File: src/rtl/mem_arb2_if.sv
// Native mem_valid/mem_ready bus bundle. One instance per bus segment:
// the requesting side uses the master modport, the responding side the slave modport.
interface mem_arb2_if;
   logic        valid;
   logic        instr;
   logic [31:0] addr;
   logic [31:0] wdata;
   logic [3:0]  wstrb;
   logic        ready;
   logic [31:0] rdata;

   modport master (output valid, instr, addr, wdata, wstrb, input ready, rdata);
   modport slave  (input valid, instr, addr, wdata, wstrb, output ready, rdata);
endinterface

File: src/rtl/mem_arb2.sv
// Two-master round-robin arbiter for the native memory bus, with a per-access
// watchdog that force-completes hung accesses and raises a sticky flag.
module mem_arb2 #(
   parameter int unsigned TIMEOUT_CYCLES = 255,
   parameter logic [31:0] TIMEOUT_RDATA  = 32'hdead_beef
) (
   input  logic            clk,
   input  logic            reset_,
   mem_arb2_if.slave       m0,
   mem_arb2_if.slave       m1,
   mem_arb2_if.master      s,
   output logic [1:0]      grant,
   output logic            timeout_err,
   output logic            timeout_id,
   input  logic            timeout_clr
);
   localparam int CW = (TIMEOUT_CYCLES > 0) ? $clog2(TIMEOUT_CYCLES + 1) : 1;
   localparam logic [CW-1:0] CNT_MAX = CW'(TIMEOUT_CYCLES);

   typedef enum logic {IDLE, BUSY} state_t;

   state_t        state;
   logic          last;
   logic          first;
   logic [CW-1:0] cnt;

   logic          busy;
   logic          gid;
   logic          tmo;
   logic          done;
   logic          win;
   logic [31:0]   rdata_c;

   assign busy = (state == BUSY);
   assign gid  = grant[1];

   // The first BUSY cycle only clears the count, so a forced completion lands
   // TIMEOUT_CYCLES+1 cycles after s.valid rises.
   assign tmo  = busy && (TIMEOUT_CYCLES != 0) && (cnt == CNT_MAX) && !s.ready;
   assign done = busy && (s.ready || tmo);
   assign win  = (m0.valid && m1.valid) ? ~last : m1.valid;

   assign s.valid = busy;
   assign s.instr = busy && !gid && m0.instr;
   assign s.addr  = !busy ? '0 : (gid ? m1.addr  : m0.addr);
   assign s.wdata = !busy ? '0 : (gid ? m1.wdata : m0.wdata);
   assign s.wstrb = !busy ? '0 : (gid ? m1.wstrb : m0.wstrb);

   assign rdata_c  = tmo ? TIMEOUT_RDATA : s.rdata;
   assign m0.ready = done && !gid;
   assign m1.ready = done && gid;
   assign m0.rdata = m0.ready ? rdata_c : '0;
   assign m1.rdata = m1.ready ? rdata_c : '0;

   always_ff @(posedge clk or negedge reset_) begin
      if (!reset_) begin
         state       <= IDLE;
         grant       <= 2'b00;
         last        <= 1'b1;
         first       <= 1'b0;
         cnt         <= '0;
         timeout_err <= 1'b0;
         timeout_id  <= 1'b0;
      end else begin
         if (tmo) begin
            timeout_err <= 1'b1;
            timeout_id  <= gid;
         end else if (timeout_clr) begin
            timeout_err <= 1'b0;
         end
         case (state)
            IDLE: begin
               if (m0.valid || m1.valid) begin
                  state <= BUSY;
                  grant <= win ? 2'b10 : 2'b01;
                  cnt   <= '0;
                  first <= 1'b1;
               end
            end
            BUSY: begin
               if (done) begin
                  state <= IDLE;
                  grant <= 2'b00;
                  last  <= gid;
               end else if (first) begin
                  first <= 1'b0;
               end else begin
                  cnt <= cnt + CW'(1);
               end
            end
         endcase
      end
   end
endmodule

File: src/flat_wrapper.sv
// flat-port wrapper written by rule: the top's interface ports become plain ports
module mem_arb2_flat 
#(
   parameter int unsigned TIMEOUT_CYCLES = 255,
   parameter logic [31:0] TIMEOUT_RDATA  = 32'hdead_beef
)
  (clk, reset_, grant, timeout_err, timeout_id, timeout_clr, m0_valid, m0_instr, m0_addr, m0_wdata, m0_wstrb, m0_ready, m0_rdata, m1_valid, m1_instr, m1_addr, m1_wdata, m1_wstrb, m1_ready, m1_rdata, s_valid, s_instr, s_addr, s_wdata, s_wstrb, s_ready, s_rdata);
  mem_arb2_if m0_i ();
  mem_arb2_if m1_i ();
  mem_arb2_if s_i ();
  input  logic clk;
  input  logic reset_;
  output logic [1:0] grant;
  output logic timeout_err;
  output logic timeout_id;
  input  logic timeout_clr;
  input wire logic [$bits(m0_i.valid)-1:0] m0_valid;
  input wire logic [$bits(m0_i.instr)-1:0] m0_instr;
  input wire logic [$bits(m0_i.addr)-1:0] m0_addr;
  input wire logic [$bits(m0_i.wdata)-1:0] m0_wdata;
  input wire logic [$bits(m0_i.wstrb)-1:0] m0_wstrb;
  output wire logic [$bits(m0_i.ready)-1:0] m0_ready;
  output wire logic [$bits(m0_i.rdata)-1:0] m0_rdata;
  input wire logic [$bits(m1_i.valid)-1:0] m1_valid;
  input wire logic [$bits(m1_i.instr)-1:0] m1_instr;
  input wire logic [$bits(m1_i.addr)-1:0] m1_addr;
  input wire logic [$bits(m1_i.wdata)-1:0] m1_wdata;
  input wire logic [$bits(m1_i.wstrb)-1:0] m1_wstrb;
  output wire logic [$bits(m1_i.ready)-1:0] m1_ready;
  output wire logic [$bits(m1_i.rdata)-1:0] m1_rdata;
  output wire logic [$bits(s_i.valid)-1:0] s_valid;
  output wire logic [$bits(s_i.instr)-1:0] s_instr;
  output wire logic [$bits(s_i.addr)-1:0] s_addr;
  output wire logic [$bits(s_i.wdata)-1:0] s_wdata;
  output wire logic [$bits(s_i.wstrb)-1:0] s_wstrb;
  input wire logic [$bits(s_i.ready)-1:0] s_ready;
  input wire logic [$bits(s_i.rdata)-1:0] s_rdata;
  assign m0_i.valid = m0_valid;
  assign m0_i.instr = m0_instr;
  assign m0_i.addr = m0_addr;
  assign m0_i.wdata = m0_wdata;
  assign m0_i.wstrb = m0_wstrb;
  assign m0_ready = m0_i.ready;
  assign m0_rdata = m0_i.rdata;
  assign m1_i.valid = m1_valid;
  assign m1_i.instr = m1_instr;
  assign m1_i.addr = m1_addr;
  assign m1_i.wdata = m1_wdata;
  assign m1_i.wstrb = m1_wstrb;
  assign m1_ready = m1_i.ready;
  assign m1_rdata = m1_i.rdata;
  assign s_valid = s_i.valid;
  assign s_instr = s_i.instr;
  assign s_addr = s_i.addr;
  assign s_wdata = s_i.wdata;
  assign s_wstrb = s_i.wstrb;
  assign s_i.ready = s_ready;
  assign s_i.rdata = s_rdata;
  mem_arb2 #(.TIMEOUT_CYCLES(TIMEOUT_CYCLES), .TIMEOUT_RDATA(TIMEOUT_RDATA)) u_core (.clk(clk), .reset_(reset_), .m0(m0_i), .m1(m1_i), .s(s_i), .grant(grant), .timeout_err(timeout_err), .timeout_id(timeout_id), .timeout_clr(timeout_clr));
endmodule
File: config.mk
export PLATFORM = sky130hd
export DESIGN_NAME = mem_arb2_flat
export DESIGN_NICKNAME = d
export VERILOG_FILES = /design/src/rtl/mem_arb2_if.sv /design/src/rtl/mem_arb2.sv /design/src/flat_wrapper.sv
export SDC_FILE = /design/constraint.sdc
export NUM_CORES = 1
export LEC_CHECK = 0
export CAP_MARGIN = 10
export CORE_AREA = 2 2 122 124
export DETAILED_ROUTE_END_ITERATION = 12
export DIE_AREA = 0 0 124 126
export GPL_TIMING_DRIVEN = 1
export SLEW_MARGIN = 30
export SYNTH_ARGS = -nofsm -noshare
export SYNTH_HDL_FRONTEND = slang
export SYNTH_SLANG_ARGS = --single-unit
File: constraint.sdc
create_clock -name clk -period 1.9 [get_ports clk]
set_input_delay 0.38 -clock clk [delete_from_list [all_inputs] [get_ports clk]]
set_output_delay 0.38 -clock clk [all_outputs]
set_load 0.01 [all_outputs]
==> impl_metrics.toml <==
[worst_setup_path]
critPathSlowestCell = "dfrtp_1"
reg2reg_slack_ps = 20
slowest_delay_ps = 380
cpLargestDelayFamily = "buffers and inverters"
critical_path_buf_inv_count = 4
crit_path_start_kind = "register"
crit_type = "register to output port"
arrival_ps = 1900
cp_cell_sequence = "ha_2 -> nand3_4 -> nor2_4 -> o211a_4 -> buf_8 -> buf_12 -> buf_6 -> o21a_1 -> buf_6"
crit_path_end_kind = "output port"
required_ps = 1520
crit_path_frequent_cell = "buf_6"
crit_path_max_fanout = 5
rr_startpoint = "u_core.cnt[1]"
critPathLaunch = "u_core.cnt[1]"

[timing]
setup_viol = 100
relSlewSlack_pct = 76.12
tns_ps = -24090
whs_ps = 458.6
fin_crit_sh_pct = 120.1
maxSlewViolCount = 0
rsz0062_at_grt = "yes"
period_needed_ps = 2281
fmax_mhz = 438.4
clock_skew_ps = 1.995
tightest_slew_ps = 355.8
finalHoldViolations = 0
finalWorstSetupSlack_ps = -381.1

[drt]
wl_per_cell_um = 17.35
antenna_left = 0
drc_errors = 0
drt_iter0_markers = 198
routed_wirelength_um = 15220
vias = 3868
vias_per_cell = 4.410
first_pass_iters = 4

[logic_synthesis]
syn_inst = 307
synth_edf_count = 0
async_flop_share_pct = 100.0
yosysTopAreaCell = "mux2i_1"
yosysTopAreaCellShare_pct = 28.22
synth_nets = 484
yosysMostFrequentCell = "nor2_1"
yosys-top-cells-count = "70 x nor2_1, 68 x mux2i_1, 48 x o21a_1"
synth_area_mm2 = 0.002412
ys_ff_latch = 15
synth_cell_type_count = 41
avgSynthCellArea_um2 = 7.858
synthTopCellsByArea = "mux2i_1 28%, o21a_1 15%, dfrtp_1 15%"
ys.flop_type = "dfrtp_1"
seq_area_frac_synth_pct = 15.61
yosys_warnings = 0

[finish]
drive_above_1_share_pct = 38.96
filler_cell_count = 1472
final_nets = 871
syn_to_final_growth_pct = 170.8
antenna_cells = 0

[pwr]
p_leak_nw = 3.064
pwr-share-comb_pct = 80.5
p_clk_share_pct = 9.4
worst_ir_drop_vdd_v = 0.0002956
p_int_mw = 2.689
p_sw_mw = 1.755
power_frac_seq_pct = 10.1
sw_frac_of_total_pct = 39.48
power_per_cell_area_mw_per_mm2 = 680.3

[global_routing]
grt_max_degree = 38
grt-ovfl-total = 0
grt_pass1_vias = 3977
antenna_found_initial = 0
grt_util_all_layers_pct = 17.70
grt_pass1_wl_um = 21670

[flow_run]
drv_cap = 0

[clocking]
ctsHoldBuffers = 0
clk_latency_ps = 250
tritoncts = "built"
clk_pin_slew_ps = 50
h-tree-depth = 1
clockBufferDepth = 2
cts_root_buf = "clkbuf_16"
clock-sinks = 15
cts-buffers-inserted = 3

[floorplanning]
start_util_pct = 16.85
dieArea_mm2 = 0.01562
chipWidth_um = 124
rows = 44
fp.dieH_um = 126
ios = 316
core_mm2 = 0.01431

[worst_hold_path]
hold_class = "input pin to asynchronous set/reset pin"

[placed_design]
post-dp-hpwl_um = 11390
gp_congestion = 0.9062
io_buffers = 314

[status]
status = "finished, violations left"
violations = "setup timing"
logic make-up after synthesis:
kind of cell    count (synthesis)  synth area share, %
buf+inv                        35                7.780
fa+ha+maj                       1               0.5186
mux                            70                29.15
compound gates                 73                23.60
simple gates                  113                23.34
flops                          15                15.61
timing repair:
item,4_1_cts,5_1_grt
endpoints found under the setup margin,135,130
pin swaps,5,27
resized for setup,537,114
buffers inserted,29,21
cloned,9,7
worst paths after layout:
| kind | to | depth (start not counted) |
|---|---|---|
| hold / removal | u_core.cnt[5] | 2 |
| min in group clk | u_core.last | 2 |
| max in group asynchronous | u_core.last | 2 |
| setup / recovery | m1_rdata[6] | 9 |
| hold reg to reg | u_core.last | 2 |
| setup reg to reg | u_core.timeout_id | 8 |
worst reg2reg max path: cells and delay by family (launching register included):
kind	cells	cell delay, ps
flip-flops	1	350
buffers and inverters	4	540
multiplexers	1	290
adder cells (fa/ha/maj)	1	210
AND/OR/NAND/NOR	2	380
power groups by stage:
stage	Sequential (mW)	Combinational, mW	Clock, mW
after floorplan	0.460	1.43	0
after global placement	0.459	3.37	0
after detailed placement	0.461	3.40	0
after CTS	0.455	3.34	0.431
after global routing	0.459	3.83	0.442
final	0.449	3.58	0.419
through the flow:
step           area (um2)  setup WS [ps]  total power, mW  utilization [%]  instances
6_report             6533         -381.1            4.444            45.64        877
5_1_grt              6533         -478.8            4.727            45.64        877
3_3_place_gp         6080         -684.4            3.831            42.47        820
2_1_floorplan        2412          13.06            1.885                -        307
4_1_cts              6136         -505.8            4.222            42.87        860
3_5_place_dp         6080         -675.6            3.866            42.47        820
layout by cell type, fill, tap and decap left out, types with 2 or more instances in the layout:
master and instances:
clkdlybuf4s50_1 177, buf_2 102, nor2_1 70, mux2i_1 64, buf_6 59, o21a_1 48, buf_4 33, and3_4 15
buf_12 15, dfrtp_1 13, clkbuf_16 9, clkbuf_2 8, buf_8 7, o21ai_1 6, nand2_1 6, inv_1 5
nand3_1 5, mux2i_2 3, a21o_1 3, o211a_4 2, and3_1 2, a21oi_1 2, o211ai_1 2, nor3_1 2
a211o_1 2, nor3b_1 2, dlygate4sd2_1 2
metal layers:
metal	GRT usage, %	share of wire [%]	up-vias
met2	32.39	54	151
met5	0	0	-
li1	-	-	1870
met4	1.652	1.3	0
met3	3.397	5.7	18
met1	22.06	39	1829
flip-flops by register name, summed over array words and instances, names as in the netlist:
register and flops:
u_core.grant 2, u_core.s.valid 1, u_core.first 1, u_core.timeout_err 1, u_core.cnt 8, u_core.timeout_id 1, u_core.last 1
layout make-up:
| cell class | count | area (um2) | share of cell area [%] |
|---|---|---|---|
| clock inverter | 1 | 5.005 | 0.07661 |
| inverter | 6 | 22.52 | 0.3448 |
| sequential | 15 | 380.4 | 5.823 |
| timing repair buffer | 411 | 3847 | 58.90 |
| multi-input combinational | 257 | 1972 | 30.19 |
| tap | 184 | 230.2 | 3.524 |
| clock buffer | 3 | 75.07 | 1.149 |
No activity file was read; power rests on OpenSTA's default activity.
